===== src/rtl/parameters.vh =====
// Shared global constants for the instruction-side pipeline.
`ifndef PARAMETERS_VH
`define PARAMETERS_VH

// Fetch address after reset.
`define PC_RESET 32'h0000_0000

// Canonical NOP (addi x0, x0, 0), presented when no instruction is available.
`define NOP      32'h0000_0013

`endif


===== src/rtl/ifetch_prefetch_queue_pkg.sv =====
// Types and helpers shared by the instruction prefetch queue.
package ifetch_prefetch_queue_pkg;

  // One buffered fetch: the word and the PC it was read from.
  typedef struct packed {
    logic [31:0] pc;
    logic [31:0] instr;
  } fetch_entry_t;

  localparam int ENTRY_W = $bits(fetch_entry_t);

  // Fetch addresses are always word aligned; low bits of a target are ignored.
  function automatic logic [31:0] word_align(input logic [31:0] addr);
    return {addr[31:2], 2'b00};
  endfunction

endpackage


===== src/rtl/sync_fifo.sv =====
// First-word-fall-through FIFO with synchronous reset and synchronous clear.
// Writes are registered: a pushed word is visible at the head one cycle later.
module sync_fifo #(
  parameter int WIDTH = 64,
  parameter int DEPTH = 4
) (
  input  logic                   clk,
  input  logic                   rst,
  input  logic                   clr,
  input  logic                   push,
  input  logic [WIDTH-1:0]       wdata,
  input  logic                   pop,
  output logic [WIDTH-1:0]       rdata,
  output logic                   vld,
  output logic [$clog2(DEPTH):0] count
);

  localparam int AW = $clog2(DEPTH);
  localparam logic [AW:0] FULL_CNT = (AW+1)'(DEPTH);

  logic [WIDTH-1:0] mem [DEPTH];
  logic [AW-1:0]    wr_ptr;
  logic [AW-1:0]    rd_ptr;
  logic [AW:0]      cnt;
  logic             do_push;
  logic             do_pop;

  // Clear wins over any push/pop in the same cycle; pop on empty is ignored.
  assign do_push = push & ~clr;
  assign do_pop  = pop & ~clr & (cnt != '0);

  assign vld   = (cnt != '0);
  assign rdata = mem[rd_ptr];
  assign count = cnt;

  // Pointer and occupancy bookkeeping; DEPTH is a power of 2 so pointers wrap freely.
  always_ff @(posedge clk) begin
    if (rst || clr) begin
      wr_ptr <= '0;
      rd_ptr <= '0;
      cnt    <= '0;
    end else begin
      if (do_push) wr_ptr <= wr_ptr + AW'(1);
      if (do_pop)  rd_ptr <= rd_ptr + AW'(1);
      case ({do_push, do_pop})
        2'b10:   cnt <= cnt + (AW+1)'(1);
        2'b01:   cnt <= cnt - (AW+1)'(1);
        default: cnt <= cnt;
      endcase
    end
  end

  // Storage array; contents need no reset since occupancy gates visibility.
  always_ff @(posedge clk) begin
    if (do_push) mem[wr_ptr] <= wdata;
  end

`ifndef SYNTHESIS
  a_no_push_full: assert property (@(posedge clk) disable iff (rst)
    !(do_push && cnt == FULL_CNT));
  a_no_pop_empty: assert property (@(posedge clk) disable iff (rst)
    !(pop && !clr && cnt == '0));
`endif

endmodule


===== src/rtl/ifetch_prefetch_queue.sv =====
// Instruction prefetch queue: issues sequential word reads, buffers returned
// words with their PCs and streams them to Fetch. Redirects flush both the
// buffer and any reads still in flight.
`include "parameters.vh"

module ifetch_prefetch_queue
  import ifetch_prefetch_queue_pkg::*;
#(
  parameter int          DEPTH           = 4,
  parameter int          MAX_OUTSTANDING = 2,
  parameter logic [31:0] RESET_PC        = `PC_RESET
) (
  input  logic        clk,
  input  logic        rst,
  input  logic        i_redirect,
  input  logic [31:0] i_redirect_pc,
  output logic        o_mem_req,
  output logic [31:0] o_mem_addr,
  input  logic        i_mem_gnt,
  input  logic        i_mem_rvalid,
  input  logic [31:0] i_mem_rdata,
  output logic        o_instr_vld,
  output logic [31:0] o_instr,
  output logic [31:0] o_pc,
  input  logic        i_instr_rdy
);

  localparam int CW = $clog2(DEPTH) + 1;
  localparam int OW = $clog2(MAX_OUTSTANDING) + 1;
  localparam int SW = CW + 1;

  logic [31:0]        fetch_addr;
  logic [31:0]        resp_pc;
  logic [31:0]        redirect_pc;
  logic [OW-1:0]      outstanding;
  logic [OW-1:0]      discard;
  logic [CW-1:0]      count;
  logic [SW-1:0]      credits_used;
  logic               credit_ok;
  logic               issue;
  logic               push;
  logic               pop;
  logic               fifo_vld;
  logic [ENTRY_W-1:0] fifo_rdata;
  fetch_entry_t       head;
  fetch_entry_t       push_entry;

  assign redirect_pc = word_align(i_redirect_pc);

  // Buffered plus in-flight words may never exceed DEPTH, so every returning
  // word is guaranteed a free slot.
  always_comb begin
    credits_used = SW'(count) + SW'(outstanding);
    credit_ok    = (credits_used < SW'(DEPTH)) &&
                   (outstanding < OW'(MAX_OUTSTANDING));
  end

  assign o_mem_req  = ~rst & ~i_redirect & credit_ok;
  assign o_mem_addr = fetch_addr;
  assign issue      = o_mem_req & i_mem_gnt;

  // Words still owed to a pre-redirect stream are dropped on return.
  assign push       = i_mem_rvalid & ~i_redirect & (discard == '0);
  assign push_entry = '{pc: resp_pc, instr: i_mem_rdata};
  assign pop        = fifo_vld & i_instr_rdy & ~i_redirect;

  sync_fifo #(
    .WIDTH (ENTRY_W),
    .DEPTH (DEPTH)
  ) u_buf (
    .clk   (clk),
    .rst   (rst),
    .clr   (i_redirect),
    .push  (push),
    .wdata (push_entry),
    .pop   (pop),
    .rdata (fifo_rdata),
    .vld   (fifo_vld),
    .count (count)
  );

  assign head        = fetch_entry_t'(fifo_rdata);
  assign o_instr_vld = fifo_vld & ~i_redirect;
  assign o_instr     = fifo_vld ? head.instr : `NOP;
  assign o_pc        = fifo_vld ? head.pc    : 32'h0;

  // Fetch/response address tracking and in-flight accounting.
  // On redirect every read still in flight after this cycle belongs to the old
  // stream, so discard becomes the post-cycle outstanding count. That already
  // includes any words a previous redirect was discarding, which is what makes
  // back-to-back redirects accumulate without double counting.
  always_ff @(posedge clk) begin
    if (rst) begin
      fetch_addr  <= RESET_PC;
      resp_pc     <= RESET_PC;
      outstanding <= '0;
      discard     <= '0;
    end else begin
      outstanding <= outstanding + OW'(issue) - OW'(i_mem_rvalid);
      if (i_redirect) begin
        fetch_addr <= redirect_pc;
        resp_pc    <= redirect_pc;
        discard    <= outstanding - OW'(i_mem_rvalid);
      end else begin
        if (issue) fetch_addr <= fetch_addr + 32'd4;
        if (i_mem_rvalid) begin
          if (discard != '0) discard <= discard - OW'(1);
          else               resp_pc <= resp_pc + 32'd4;
        end
      end
    end
  end

`ifndef SYNTHESIS
  a_rvalid_needs_outstanding: assert property (@(posedge clk) disable iff (rst)
    !(i_mem_rvalid && outstanding == '0));
  a_discard_le_outstanding: assert property (@(posedge clk) disable iff (rst)
    discard <= outstanding);
`endif

endmodule


===== config.mk =====
export PLATFORM = sky130hd
export DESIGN_NAME = ifetch_prefetch_queue
export DESIGN_NICKNAME = d
export VERILOG_FILES = /design/src/rtl/ifetch_prefetch_queue_pkg.sv /design/src/rtl/sync_fifo.sv /design/src/rtl/ifetch_prefetch_queue.sv
export VERILOG_INCLUDE_DIRS = /design/src /design/src/rtl
export SDC_FILE = /design/constraint.sdc
export NUM_CORES = 1
export LEC_CHECK = 0
export ABC_CLOCK_PERIOD_IN_PS = 4400
export CORE_ASPECT_RATIO = 0.7
export CORE_MARGIN = 3
export CORE_UTILIZATION = 35
export DETAILED_ROUTE_END_ITERATION = 10
export GPL_ROUTABILITY_DRIVEN = 0
export SYNTH_ARGS = -nofsm -noshare
export SYNTH_HDL_FRONTEND = slang
export SYNTH_SLANG_ARGS = --single-unit

===== constraint.sdc =====
create_clock -name clk -period 4.4 [get_ports clk]
set_clock_uncertainty 0.15 [all_clocks]
set_input_delay 1.1 -clock clk [delete_from_list [all_inputs] [get_ports clk]]
set_output_delay 1.1 -clock clk [all_outputs]
set_load 0.01 [all_outputs]

==> impl_metrics.tcl, run 1 <==
set metrics [dict create \
    antenna_found_initial 0 \
    timing.rr.end "u_buf.count[2]" \
    worst_slack_ns 0.3988 \
    r2r.worst_path.cells 9 \
    root_buffer "clkbuf_16" \
    place_ws_ns 0.5518 \
    start_util 0.3580 \
    hold_buffers 0 \
    path_clk_slew_ns 0.07 \
    netlist_area_um2 13400 \
    clock_path_buffers 3 \
    vdd_drop_max_uv 298.3 \
    portBuffers 161 \
    final_nets 1133 \
    grt_pass1_wl_um 48970 \
    crit_path_end_kind "output pin" \
    layout_commonest_cell "edfxtp_1" \
    hold_violations 0 \
    htreeDepth 1 \
    grt_max_degree 66 \
    tightest_slew_ns 0.8599 \
    regArea_um2 8914 \
    postRouteAntennaNets 0 \
    drtPass1Iterations 4 \
    hold_slack_ns 0.3892 \
    period_share 0.9094 \
    area_growth_pct 24.24 \
    p_leak_nw 5.334 \
    drtIter0Drc 580 \
    multi_input_area_um2 4183 \
    drive_gt1_frac 0.1405 \
    start_kind "flop" \
    cp_cell_sequence "buf_4 > mux4_2 > or2_2 > clkdlybuf4s50_1" \
    postSynthCellCount 883 \
    slew_headroom 0.4246 \
    postCtsSetupBuffers 0 \
    power_w 0.006488 \
    cp_data_required_time_ns 3.15 \
    rsz0062_at_grt "no" \
    drcViolationCount 0 \
    viasPerCell 5.196 \
    core_area_um2 37430 \
    min_path_cells 2 \
    drv_slew 0 \
    diodes 0 \
    synth_seq_cells 321 \
    grt_usage 0.1557 \
    stdcell_count 1563 \
    min_period_ns 4.001 \
    cts_tree "built" \
    cp-endpoint "o_instr[4]" \
    grt_pass1_vias 8081 \
    setup_viol 0 \
    clock.fmax_mhz 249.9 \
    die_w_um 239.9 \
    ios 168 \
    syn_area_per_cell_um2 15.17 \
    cp_top_family "buffers and inverters" \
    fillerInstances 3323 \
    wl_per_cell_um 20.36 \
    cts_resized 0 \
    fp.dieH_um 169.7 \
    path_buf_inv 2 \
    insertion_delay_ns 0.56 \
    min_path_type "reg2reg" \
    synth-edff-count 248 \
    ys_types 56 \
    synth_ff_type "edfxtp_1" \
    path_class "reg2out" \
    synthArstFlopShare 0 \
    critPathMaxStageDelay_ns 0.64 \
    overflow 0 \
    ys_seq_area_frac 0.6649 \
    cpMaxStageDelayCell "dfxtp_4" \
    pwr_density_cell_nw_per_um2 389.8 \
    vias 8122 \
    arrival_ns 2.75 \
    outcome "complete, no violations" \
    r2r_slack_ns 1.75 \
    finalSetupTns_ns 0 \
    die-area_um2 40700 \
    routed_wl_um 31830 \
    path_depth 4 \
    clock_sinks 321 \
    hpwl_um 20010 \
    timing.rr.start "u_buf.count[0]" \
    place_inst 1505 \
    rows 59 \
    final_cell_mix "edfxtp_1 (248), clkdlybuf4s50_1 (160), dfxtp_1 (71)" \
    yosysWarnings 0 \
    cts-buffers-inserted 31 \
    path_max_fanout 21 \
    cap_violations 0 \
]
## sequential cells by signal, indices dropped and copies added, names as in the netlist, named ones only
register / count
resp_pc: 30
discard: 2
o_mem_addr: 30
u_buf.mem: 248
u_buf.count: 3
u_buf.rd_ptr: 2
u_buf.wr_ptr: 2
outstanding: 2
## worst min-delay path by stage
| stage | endpoint | start |
|---|---|---|
| final | u_buf.count[2] | u_buf.count[2] |
| after global routing | u_buf.count[2] | u_buf.count[2] |
| after CTS | u_buf.count[2] | u_buf.count[2] |
| after detailed placement | u_buf.count[2] | u_buf.count[2] |
| after global placement | flop | u_buf.rd_ptr[1] |
| after floorplan | u_buf.count[2] | u_buf.count[2] |
## worst reg2reg max path: cells and delay by family, from the launching register on
kind,cells,cell delay [ns]
xor gates and xnor gates,1,0.16
and+or+nand+nor,3,0.80
AOI/OAI and AO/OA,1,0.15
buffers and inverters,2,0.28
adders and majority gates,2,0.63
DFF,1,0.41
## metal layers
metal | track usage | share of wire | up-vias
met2 | 0.2324 | 0.44 | 276
met5 | 0 | 0 | -
met3 | 0.04175 | 0.081 | 50
li1 | - | - | 3698
met1 | 0.2274 | 0.46 | 4098
met4 | 0.03812 | 0.024 | 0
## where the power goes
part           internal, W  switching, W  total, W
clock network      0.00148       0.00112   0.00259
registers          0.00336     0.0000871   0.00345
logic             0.000225      0.000222  0.000447
total              0.00506       0.00143   0.00649
## cell type report
cell class | count | share of cell area
Inverter | 31 | 0.006990
Clock inverter | 17 | 0.009846
Clock buffer | 41 | 0.04885
Multi-Input combinational cell | 487 | 0.2513
Sequential cell | 321 | 0.5354
Tap cell | 488 | 0.03668
Timing Repair Buffer | 178 | 0.1109
## cell families after synthesis
family | synth area share
DFF | 0.6649
and+or+nand+nor | 0.1090
AOI/OAI and AO/OA | 0.05033
buffers and inverters | 0.02456
muxes | 0.1076
xor gates and xnor gates | 0.03072
adders and majority gates | 0.01270
other | 0.0002799
## cells in the mapped netlist (12+ instances only)
| master | instances | area share |
|---|---|---|
| edfxtp_1 | 248 | 0.56 |
| dfxtp_1 | 73 | 0.11 |
| mux4_2 | 62 | 0.10 |
| nor2b_1 | 61 | 0.028 |
| nor2_1 | 44 | 0.012 |
| nand2_1 | 34 | 0.0095 |
| inv_1 | 30 | 0.0084 |
| xor2_1 | 30 | 0.020 |
| nand3_1 | 28 | 0.010 |
| nand4_1 | 28 | 0.013 |
| a21oi_1 | 27 | 0.010 |
| clkbuf_1 | 27 | 0.0076 |
| xnor2_1 | 17 | 0.011 |
| a211oi_1 | 16 | 0.0090 |
| a21boi_0 | 14 | 0.0078 |
| a31oi_1 | 13 | 0.0061 |
| ha_1 | 12 | 0.011 |
| o21ai_0 | 12 | 0.0045 |
## stage by stage
step,utilization,cell area [um2]
after floorplan,-,13410
after global placement,0.4187,15670
after detailed placement,0.4187,15670
after CTS,0.4448,16650
after global routing,0.4448,16650
final,0.4448,16650
(Power assumes the default switching activity.)
==> run 2: changes to the inputs <==
--- a/config.mk
+++ b/config.mk
@@ -7,11 +7,14 @@
 export NUM_CORES = 1
 export LEC_CHECK = 0
 export ABC_CLOCK_PERIOD_IN_PS = 4400
+export CELL_PAD_IN_SITES_DETAIL_PLACEMENT = 1
+export CELL_PAD_IN_SITES_GLOBAL_PLACEMENT = 1
 export CORE_ASPECT_RATIO = 0.7
 export CORE_MARGIN = 3
 export CORE_UTILIZATION = 35
 export DETAILED_ROUTE_END_ITERATION = 10
 export GPL_ROUTABILITY_DRIVEN = 0
+export PLACE_DENSITY_LB_ADDON = 0.1
 export SYNTH_ARGS = -nofsm -noshare
 export SYNTH_HDL_FRONTEND = slang
 export SYNTH_SLANG_ARGS = --single-unit
==> impl_metrics.tcl, run 2 (same netlist as run 1, synthesis figures left out) <==
set metrics [dict create \
    outcome "complete, no violations" \
    clkPwrFrac 0.417 \
    critPathMaxStageDelay_ns 0.61 \
    power.share.switching 0.2215 \
    core_area_um2 37430 \
    cpMaxStageDelayCell "mux4_2" \
    min_from "u_buf.count[2]" \
    die_w_um 239.9 \
    insertion_delay_ns 0.52 \
    power_frac_seq 0.515 \
    cp_cell_sequence "buf_12 > mux4_2 > nor2b_1 > clkdlybuf4s50_1" \
    vdd_drop_max_uv 279.2 \
    ios 168 \
    power_frac_comb 0.068 \
    grt_pass1_vias 8513 \
    portBuffers 161 \
    clock_sinks 321 \
    place_ws_ns 0.6183 \
    period_share 0.9029 \
    p_int_w 0.005210 \
    hpwl_um 22340 \
    pwr_density_cell_nw_per_um2 396.8 \
    path_max_fanout 34 \
    p_switching_w 0.001482 \
    drtIter0Drc 508 \
    postCtsSetupBuffers 0 \
    drcViolationCount 0 \
    postRouteAntennaNets 0 \
    cp_data_required_time_ns 3.15 \
    grt_usage 0.1671 \
    clock_path_buffers 3 \
    rows 59 \
    regMostFlops "u_buf.mem" \
    hold_violations 0 \
    hold_buffers 0 \
    cp_top_family "buffers and inverters" \
    finalSetupTns_ns 0 \
    min_path_cells 2 \
    fp.dieH_um 169.7 \
    r2r_slack_ns 1.61 \
    routed_wl_um 33610 \
    vias 8136 \
    final_cell_mix "edfxtp_1 (248), clkdlybuf4s50_1 (160), dfxtp_1 (71)" \
    root_buffer "clkbuf_16" \
    path_class "reg2out" \
    grt_max_degree 65 \
    p_leak_nw 5.425 \
    drv_slew 0 \
    drtPass1Iterations 4 \
    cts-buffers-inserted 34 \
    htreeDepth 2 \
    layout_commonest_cell "edfxtp_1" \
    start_util 0.3580 \
    die-area_um2 40700 \
    grt_pass1_wl_um 52220 \
    largest_reg_flops 248 \
    antenna_found_initial 2 \
    cts_tree "built" \
    drive_gt1_frac 0.1472 \
    viasPerCell 5.162 \
    area_growth_pct 25.86 \
    wl_per_cell_um 21.33 \
    hold_path_end "u_buf.count[2]" \
    path_buf_inv 2 \
    setup_viol 0 \
    rsz0062_at_grt "no" \
    cts_resized 0 \
    min_period_ns 3.973 \
    timing.rr.end "o_mem_addr[21]" \
    final_nets 1144 \
    worst_slack_ns 0.4275 \
    start_kind "flop" \
    cap_violations 0 \
    min_path_type "reg2reg" \
    arrival_ns 2.72 \
    tightest_slew_ns 0.9407 \
    overflow 0 \
    clock.fmax_mhz 251.7 \
    slew_headroom 0.3705 \
    r2r.worst_path.cells 5 \
    path_clk_slew_ns 0.06 \
    crit_path_end_kind "output pin" \
    timing.rr.start "o_mem_addr[4]" \
]
run 2: cell count changes in the layout (fill, tap and decap cells not counted), moves of 2 or more:
| cell | change |
|---|---|
| bufinv_16 | -2 |
| clkinv_2 | -6 |
| buf_12 | +5 |
| clkbuf_16 | +6 |
| clkinvlp_2 | +2 |
| clkbuf_1 | +3 |
| buf_4 | +3 |
run 2: routing by layer:
layer | GRT usage | wire length, um | up-vias
met5 | 0 | 0 | -
met4 | 0.03342 | 430 | 0
met3 | 0.02956 | 1389 | 33
met2 | 0.2582 | 15280 | 157
met1 | 0.2493 | 16510 | 4204
li1 | - | - | 3742
run 2: power by group through the flow:
| stage | sequential (W) | combinational [W] | clock, W |
|---|---|---|---|
| 2_1_floorplan | 0.00349 | 0.000221 | 0 |
| 3_3_place_gp | 0.00351 | 0.000458 | 0 |
| 3_5_place_dp | 0.00351 | 0.000464 | 0 |
| 4_1_cts | 0.00345 | 0.000466 | 0.00288 |
| 5_1_grt | 0.00346 | 0.000502 | 0.00302 |
| 6_report | 0.00345 | 0.000456 | 0.00279 |
run 2: worst max-delay path by stage:
stage | from | to | slack [ns] | cells after the start
finish | flop | o_pc[25] | 0.43 | 4
global route | flop | o_pc[25] | 0.24 | 4
CTS | flop | o_pc[25] | 0.32 | 4
detailed placement | i_redirect | o_mem_req | 0.62 | 4
global placement | i_redirect | o_mem_req | 0.64 | 4
floorplan | i_redirect | u_buf.mem[0][0] | 0.85 | 3
run 2: final cells by class:
cell class,count,area [um2]
antenna,1,2.502
clock buffer,51,988.4
sequential,321,8914
clock inverter,11,80.08
fill,3714,20560
inverter,31,116.4
tap,488,610.6
timing repair buffer,186,1969
multi-input combinational,487,4183
run 2: worst register-to-register path: cells and delay by family, from the launching register on:
| family | cells | cell delay [ns] |
|---|---|---|
| and+or+nand+nor | 4 | 1.96 |
| DFF | 1 | 0.47 |
| AOI/OAI and AO/OA | 1 | 0.15 |
run 2: stage by stage:
stage / instances / area (um2) / hold slack (ns) / total power, W / util
after floorplan: 886 / 13410 / 0.3221 / 0.003714 / -
after global placement: 1513 / 15790 / 0.3626 / 0.003968 / 0.4220
after detailed placement: 1513 / 15790 / 0.3871 / 0.003978 / 0.4220
after CTS: 1575 / 16860 / 0.3961 / 0.006792 / 0.4505
after global routing: 1575 / 16860 / 0.4261 / 0.006986 / 0.4505
final: 1576 / 16860 / 0.3866 / 0.006692 / 0.4506
==> run 3: changes to the inputs <==
--- a/config.mk
+++ b/config.mk
@@ -6,6 +6,7 @@
 export SDC_FILE = /design/constraint.sdc
 export NUM_CORES = 1
 export LEC_CHECK = 0
+export ABC_AREA = 1
 export ABC_CLOCK_PERIOD_IN_PS = 4400
 export CELL_PAD_IN_SITES_DETAIL_PLACEMENT = 1
 export CELL_PAD_IN_SITES_GLOBAL_PLACEMENT = 1
@@ -14,7 +15,7 @@
 export CORE_UTILIZATION = 35
 export DETAILED_ROUTE_END_ITERATION = 10
 export GPL_ROUTABILITY_DRIVEN = 0
-export PLACE_DENSITY_LB_ADDON = 0.1
+export PLACE_DENSITY = 0.71
 export SYNTH_ARGS = -nofsm -noshare
 export SYNTH_HDL_FRONTEND = slang
 export SYNTH_SLANG_ARGS = --single-unit
==> impl_metrics.tcl, run 3 <==
set metrics [dict create \
    path_class "reg2out" \
    grt_pass1_wl_um 68130 \
    routed_wl_um 44610 \
    min_from "u_buf.rd_ptr[1]" \
    wl_per_cell_um 19.83 \
    drcViolationCount 0 \
    post-synth-top-count-cell "nor2_1" \
    cap_violations 0 \
    largest_reg_flops 248 \
    power_frac_comb 0.074 \
    crit_path_end_kind "output pin" \
    synth_top_area_frac 0.5161 \
    insertion_delay_ns 0.51 \
    cts-buffers-inserted 35 \
    cp_data_required_time_ns 3.15 \
    synthArstFlopShare 0 \
    synth_seq_cells 321 \
    regMostFlops "u_buf.mem" \
    finalSetupTns_ns 0 \
    portBuffers 161 \
    ys_types 37 \
    postRouteAntennaNets 0 \
    cts_resized 0 \
    root_buffer "clkbuf_16" \
    fillerInstances 4497 \
    timing.rr.start "u_buf.count[1]" \
    hold_violations 0 \
    p_leak_nw 6.281 \
    start_kind "flop" \
    final_nets 1775 \
    area_growth_pct 23.39 \
    layout_commonest_cell "nor2_1" \
    postCtsSetupBuffers 0 \
    synth-edff-count 248 \
    cts_tree "built" \
    rsz0062_at_grt "no" \
    grt_max_degree 63 \
    r2r.worst_path.cells 11 \
    tightest_slew_ns 0.7228 \
    timing.rr.end "o_mem_addr[7]" \
    synthTopCellsByCount "nor2_1 (363), edfxtp_1 (248), nand2_1 (231)" \
    overflow 0 \
    clkPwrFrac 0.418 \
    path_clk_slew_ns 0.05 \
    final_cell_mix "nor2_1 (359), edfxtp_1 (248), nand2_1 (231)" \
    rows 61 \
    ios 168 \
    ys_seq_area_frac 0.6174 \
    yosysTopAreaCell "edfxtp_1" \
    pwr_density_cell_nw_per_um2 381.5 \
    p_switching_w 0.001559 \
    r2r_slack_ns 1.89 \
    vias 11540 \
    arrival_ns 2.79 \
    die_w_um 248.7 \
    clock_sinks 321 \
    cp_cell_sequence "inv_2 > buf_4 > o21ai_0 > a21oi_1 > clkdlybuf4s50_1" \
    period_share 0.9176 \
    grt_usage 0.1991 \
    viasPerCell 5.128 \
    syn_area_per_cell_um2 9.388 \
    cpMaxStageDelayCell "clkdlybuf4s50_1" \
    clock_path_buffers 3 \
    min_period_ns 4.037 \
    synth_ff_type "edfxtp_1" \
    grt_pass1_vias 11680 \
    slew_headroom 0.5176 \
    start_util 0.3588 \
    multi_input_area_um2 4845 \
    diodes 0 \
    drive_gt1_frac 0.05831 \
    drv_slew 0 \
    netlist_area_um2 14430 \
    hold_buffers 0 \
    critPathMaxStageDelay_ns 0.60 \
    die-area_um2 43740 \
    power.share.switching 0.2295 \
    drtPass1Iterations 4 \
    hpwl_um 29320 \
    drtIter0Drc 795 \
    htreeDepth 2 \
    p_int_w 0.005234 \
    setup_viol 0 \
    fp.dieH_um 175.9 \
    outcome "complete, no violations" \
    min_path_type "reg2reg" \
    synthTopCellsByArea "edfxtp_1 (52%), dfxtp_1 (10%), nor2_1 (9.4%), nand2_1 (6.0%), o21ai_0 (5.8%)" \
    min_path_cells 2 \
    postSynthCellCount 1537 \
    vdd_drop_max_uv 242.5 \
    core_area_um2 40220 \
    power_w 0.006793 \
    yosysWarnings 0 \
    clock.fmax_mhz 247.7 \
    power_frac_seq 0.508 \
    path_max_fanout 62 \
    regArea_um2 8914 \
    antenna_found_initial 0 \
]
run 3: worst max path at each step:
stage | start | to | slack [ns] | cells after the start
2_1_floorplan | i_redirect | u_buf.mem[0][0] | -0.47 | 4
3_3_place_gp | i_redirect | o_mem_req | 0.74 | 5
3_5_place_dp | i_redirect | o_mem_req | 0.73 | 5
4_1_cts | flop | o_pc[26] | 0.33 | 5
5_1_grt | flop | o_pc[15] | 0.20 | 5
6_report | flop | o_pc[26] | 0.36 | 5
run 3: through the flow:
step	area, um2	utilization	instances	setup slack [ns]	hold WS [ns]
floorplan	14440	-	1540	-0.4718	0.2865
global placement	16720	0.4158	2190	0.7429	0.2900
detailed placement	16720	0.4158	2190	0.7343	0.3039
CTS	17800	0.4427	2250	0.3253	0.3139
global route	17800	0.4427	2250	0.2024	0.3347
finish	17800	0.4427	2250	0.3627	0.3125
run 3: layout make-up:
cell class,count,area share
Timing Repair Buffer,187,0.1072
Clock buffer,49,0.05509
Multi-Input combinational cell,1044,0.2721
Tap cell,535,0.03760
Sequential cell,321,0.5006
Clock inverter,11,0.005552
Inverter,103,0.02178
run 3: cell families (layout without fill, tap and decap cells):
logic type,Yosys count,in the layout,synth area share
simple gates,704,704,0.2006
flops,321,321,0.6174
compound gates,305,305,0.1089
buf+inv,175,350,0.05020
xor+xnor,18,18,0.01093
fa+ha+maj,13,13,0.01179
other cells,1,4,0.0002599
run 3: critical path: cells and delay by family, from the launching register on:
family / cells / cell delay (ns)
buffers and inverters: 3 / 1.21
flip-flops: 1 / 0.45
AO/OA/AOI/OAI: 2 / 0.58
run 3: power by group through the flow:
stage / Sequential [W] / Clock [W] / Combinational [W]
3_3_place_gp: 0.00351 / 0 / 0.000489
5_1_grt: 0.00346 / 0.00304 / 0.000556
6_report: 0.00345 / 0.00284 / 0.000503
4_1_cts: 0.00345 / 0.00291 / 0.000509
3_5_place_dp: 0.00351 / 0 / 0.000505
2_1_floorplan: 0.00349 / 0 / 0.000251
run 3: layer usage:
metal	routed length [um]	vias up	part of all wire	GRT usage
li1	-	5484	-	-
met1	21060	5781	0.47	0.2839
met2	21010	226	0.47	0.3281
met3	1906	47	0.043	0.02590
met4	643	0	0.014	0.03936
met5	0	-	0	0
